[config.mk]
export PLATFORM = sky130hd
export DESIGN_NAME = frame_write_addresser
export DESIGN_NICKNAME = d
export VERILOG_FILES = /design/src/rtl/frame_write_addresser_pkg.sv /design/src/rtl/frame_write_addresser.sv
export SDC_FILE = /design/constraint.sdc
export NUM_CORES = 1
export LEC_CHECK = 0
export BUFFER_PORTS_ARGS = -buffer_cell sky130_fd_sc_hd__buf_4
export CAP_MARGIN = 5
export CORE_MARGIN = 2
export CORE_UTILIZATION = 45
export DETAILED_ROUTE_END_ITERATION = 8
export PLACE_DENSITY = 0.82
export SLEW_MARGIN = 15
export SYNTH_ARGS = -nofsm -noshare
export SYNTH_HDL_FRONTEND = slang
export SYNTH_SLANG_ARGS = --single-unit
[constraint.sdc]
create_clock -name clk_in -period 6.6 [get_ports clk_in]
set_input_delay 0.66 -clock clk_in [delete_from_list [all_inputs] [get_ports clk_in]]
set_output_delay 0.66 -clock clk_in [all_outputs]
set_load 0.03 [all_outputs]
[src/rtl/frame_write_addresser_pkg.sv]
// Shared types and address helpers for the frame write addresser.
// Holds the FSM state encoding and the bank-offset arithmetic used for DDR placement.
package frame_write_addresser_pkg;

    typedef enum logic {
        SYNC = 1'b0,
        RUN  = 1'b1
    } wr_state_t;

    localparam int DEF_FRAME_CHUNKS = 3600;
    localparam int DEF_ADDR_STEP    = 8;
    localparam int BANK_OFFSET      = DEF_FRAME_CHUNKS * DEF_ADDR_STEP;

    // Bank 1 starts one full frame of chunks past bank 0.
    function automatic int bank_offset(input int frame_chunks, input int addr_step);
        return frame_chunks * addr_step;
    endfunction

endpackage

[src/rtl/frame_write_addresser.sv]
// Attaches double-buffered DDR write addresses to 128-bit chunks and drives the MIG write port.
// Realigns on chunk_tlast; the output stage is a single-register AXIS slice.
module frame_write_addresser
    import frame_write_addresser_pkg::*;
#(
    parameter int FRAME_CHUNKS = DEF_FRAME_CHUNKS,
    parameter int ADDR_STEP    = DEF_ADDR_STEP,
    parameter int BASE_ADDR    = 0,
    parameter int ADDR_W       = 27
) (
    input  logic              clk_in,
    input  logic              rst_in,
    input  logic              chunk_tvalid,
    output logic              chunk_tready,
    input  logic [127:0]      chunk_tdata,
    input  logic              chunk_tlast,
    output logic              mig_wr_valid,
    input  logic              mig_wr_ready,
    output logic [ADDR_W-1:0] mig_wr_addr,
    output logic [127:0]      mig_wr_data,
    output logic              frame_done,
    output logic              frame_bank,
    output logic              sync_err
);

    localparam int IDX_W = (FRAME_CHUNKS > 2) ? $clog2(FRAME_CHUNKS) : 1;
    localparam logic [ADDR_W-1:0] BANK0_BASE = ADDR_W'(BASE_ADDR);
    localparam logic [ADDR_W-1:0] BANK1_BASE =
        ADDR_W'(BASE_ADDR + bank_offset(FRAME_CHUNKS, ADDR_STEP));
    localparam logic [ADDR_W-1:0] STEP     = ADDR_W'(ADDR_STEP);
    localparam logic [IDX_W-1:0]  LAST_IDX = IDX_W'(FRAME_CHUNKS - 1);

    wr_state_t         state_reg, state_next;
    logic [IDX_W-1:0]  idx_reg;
    logic              wr_bank_reg;
    logic [ADDR_W-1:0] next_addr_reg;
    logic              acc;
    logic              at_last;

    function automatic logic [ADDR_W-1:0] bank_base(input logic bank);
        return bank ? BANK1_BASE : BANK0_BASE;
    endfunction

    // SYNC never stalls the source: chunks there are discarded anyway.
    assign chunk_tready = (state_reg == SYNC) || !mig_wr_valid || mig_wr_ready;
    assign acc          = chunk_tvalid && chunk_tready;
    assign at_last      = (idx_reg == LAST_IDX);

    always_ff @(posedge clk_in) begin
        if (!rst_in) begin
            state_reg <= SYNC;
        end else begin
            state_reg <= state_next;
        end
    end

    always_comb begin
        state_next = state_reg;
        case (state_reg)
            SYNC: begin
                if (acc && chunk_tlast) begin
                    state_next = RUN;
                end
            end
            RUN: begin
                if (acc && at_last && !chunk_tlast) begin
                    state_next = SYNC;
                end
            end
            default: state_next = SYNC;
        endcase
    end

    always_ff @(posedge clk_in) begin
        if (!rst_in) begin
            idx_reg       <= '0;
            wr_bank_reg   <= 1'b0;
            next_addr_reg <= BANK0_BASE;
            mig_wr_valid  <= 1'b0;
            mig_wr_addr   <= '0;
            mig_wr_data   <= '0;
            frame_done    <= 1'b0;
            frame_bank    <= 1'b1;
            sync_err      <= 1'b0;
        end else begin
            frame_done <= 1'b0;

            if (state_reg == SYNC) begin
                if (acc && chunk_tlast) begin
                    idx_reg       <= '0;
                    next_addr_reg <= bank_base(wr_bank_reg);
                end
            end else if (acc) begin
                if (at_last && chunk_tlast) begin
                    idx_reg       <= '0;
                    wr_bank_reg   <= !wr_bank_reg;
                    next_addr_reg <= bank_base(!wr_bank_reg);
                    frame_done    <= 1'b1;
                    frame_bank    <= wr_bank_reg;
                end else if (!at_last && !chunk_tlast) begin
                    idx_reg       <= idx_reg + IDX_W'(1);
                    next_addr_reg <= next_addr_reg + STEP;
                end else begin
                    // Short or long frame: rewrite the same bank from its base.
                    sync_err      <= 1'b1;
                    idx_reg       <= '0;
                    next_addr_reg <= bank_base(wr_bank_reg);
                end
            end

            // Output slice: a pending word drains even after falling back to SYNC.
            if (state_reg == RUN && acc) begin
                mig_wr_valid <= 1'b1;
                mig_wr_addr  <= next_addr_reg;
                mig_wr_data  <= chunk_tdata;
            end else if (mig_wr_ready) begin
                mig_wr_valid <= 1'b0;
            end
        end
    end

endmodule

==> results_dict.tcl <==
set metrics [dict create \
    worstHoldPathType "register to register" \
    synth_edf_count 0 \
    reg2reg_depth 8 \
    gp_routability_congestion 0.845 \
    postRouteAntennaNets 0 \
    grt_pass1_wl_um 33500 \
    syn_avg_cell_area_um2 7.95 \
    drt-total-wl_um 21000 \
    rows 46 \
    finalSetupViolations 0 \
    grtUsageTotal_pct 23.8 \
    crit_path_end_kind "register" \
    rr_startpoint "idx_reg[0]$_SDFFE_PN0P_" \
    fin_area_um2 10100 \
    utilization_pct 63.6 \
    cts_setup_buffers 0 \
    drt-initial-drc-count 453 \
    numPortBuffers 289 \
    num_io_pins 293 \
    gr-total-overflow 0 \
    fin_crit_sh_pct 43.8 \
    fin_crit_ns 2.89 \
    cts_tree "built" \
    via_per_inst 5.15 \
    yosys.area.top_type "dfxtp_1" \
    cts_max_path_buffers 2 \
    antenna_found_initial 0 \
    peakVddDrop_uv 163 \
    ctsResizeCount 0 \
    cts_buffers 17 \
    cts_sinks 194 \
    most-common-layout-cells "324 x nand2_1, 292 x buf_4, 194 x dfxtp_1" \
    ys_seq_area_share_pct 53.1 \
    final.setup.tns_ns 0 \
    maxSlewHeadroom_pct 26.5 \
    largest_reg_flops 128 \
    synthFlopType "dfxtp_1" \
    die_h_um 132 \
    p_per_area_nw_per_um2 245 \
    antenna-diode-count 0 \
    drive_gt1_share_pct 28.0 \
    mostFrequentLayoutCell "nand2_1" \
    setup.worst_path.start_class "register" \
    clkLatencyLatePin_ns 0.43 \
    die_area_um2 17300 \
    ys_warn_count 0 \
    cts.htree.levels 4 \
    ys_types 49 \
    outcome "completed" \
    nets 1304 \
    rr_endpoint "next_addr_reg[25]$_SDFFE_PN0P_" \
    cts-hold-fix-buffers 0 \
    grt_max_degree 109 \
    cap_violations 0 \
    power.total_mw 2.48 \
    criticalPathCategory "register to register" \
    skew_ns 0.00842 \
    slew_viol_final 0 \
    start_util_pct 46.1 \
    first_pass_iters 7 \
    place_area_um2 9530 \
    hold_end "mig_wr_data[127]$_SDFFE_PN0P_" \
    post-dp-hpwl_um 14600 \
    clk_pin_slew_ns 0.07 \
    synth_area_um2 7320 \
    worstMarginPinSlew_ns 1.10 \
    max_freq_ghz 0.346 \
    via_count 7189 \
    cts-root-buf "clkbuf_16" \
    synthTopCellsByArea "dfxtp_1 53%, nand2_1 17%, a21oi_1 12%" \
    drc 0 \
    place_inst 1364 \
    fin_cells 1396 \
    rsz0062_at_grt "false" \
    synth_seq_cells 194 \
    fp.dieW_um 132 \
    area_growth_pct 38.1 \
    wire_per_inst_um 15.1 \
    async_flop_share_pct 0 \
    hold_path.startpoint "mig_wr_data[127]$_SDFFE_PN0P_" \
    arrival_ns 3.15 \
    fp.coreArea_um2 15900 \
    grt_pass1_vias 6629 \
    hold_viol 0 \
    worst_slack_ns 3.71 \
    syn_inst 921 \
    critPathMaxFanout 23 \
    fin_hold_ws_ns 0.454 \
    reg2reg_slack_ns 3.71 \
    cp.required_ns 6.86 \
    holdPathStages 2 \
    p_leak_nw 4.06 \
    pre_cts_ws_ns 3.63 \
    synth_top_area_share_pct 53.1 \
]
[routing by layer]
metal,global-route usage (%),wire length [um],vias to the layer above
met5,0,0,-
met2,38.5,9940,295
met4,7.43,425,0
met1,28.8,8420,3306
met3,9.92,2260,31
li1,-,-,3557
[power breakdown]
group	internal (mW)	switching [mW]
logic	0.108	0.153
registers	1.20	0.0205
clock network	0.552	0.445
total	1.86	0.619
[kinds of logic after synthesis]
logic type | count (synthesis) | share of synthesized area (%)
and+or+nand+nor | 419 | 24.3
AOI/OAI and AO/OA | 209 | 15.4
DFF | 194 | 53.1
buffers and inverters | 76 | 4.29
xor gates and xnor gates | 12 | 1.44
muxes | 6 | 0.821
adders and majority gates | 4 | 0.684
other | 1 | 0.0512
[Yosys cell counts (8+ instances only)]
cell      number
inv_1          8
nor2_1        19
buf_1         10
nor4_1         8
o31ai_1        8
o21ai_0       10
a21oi_1      172
nand2b_1       8
nand2_1      324
nand3_1       14
nand4_1       11
clkbuf_1      47
dfxtp_1      194
[area by class of cell]
type                    instances  area [um^2]
multi-input cells             653         3150
flip-flops and latches        194         3880
clock buffers                  21          470
well taps                     216          270
repair buffers                292         2190
inverters                       9         36.3
clock inverters                11          106
fillers                      1382         5780
[critical path: stages (launching register included)]
cell      delay [ns]
dfxtp_1         0.38
ha_1            0.25
nor4bb_1        0.28
nand4_1         0.21
inv_1           0.10
ha_1            0.34
and3b_1         0.28
o21ai_2         0.78
a21oi_1         0.11
[worst max path at each step]
| stage | end | slack [ns] | cells after the start | from |
|---|---|---|---|---|
| finish | next_addr_reg[25]$_SDFFE_PN0P_ | 3.71 | 8 | idx_reg[0]$_SDFFE_PN0P_ |
| global route | idx_reg[5]$_SDFFE_PN0P_ | 3.44 | 8 | idx_reg[0]$_SDFFE_PN0P_ |
| CTS | idx_reg[0]$_SDFFE_PN0P_ | 3.72 | 8 | idx_reg[0]$_SDFFE_PN0P_ |
| detailed placement | frame_bank$_SDFFE_PN1P_ | 3.63 | 6 | mig_wr_ready |
| global placement | mig_wr_data[123]$_SDFFE_PN0P_ | 3.69 | 6 | mig_wr_ready |
| floorplan | next_addr_reg[3]$_SDFFE_PN0P_ | 4.22 | 10 | idx_reg[0]$_SDFFE_PN0P_ |
Power figures use the tool's default switching activity.
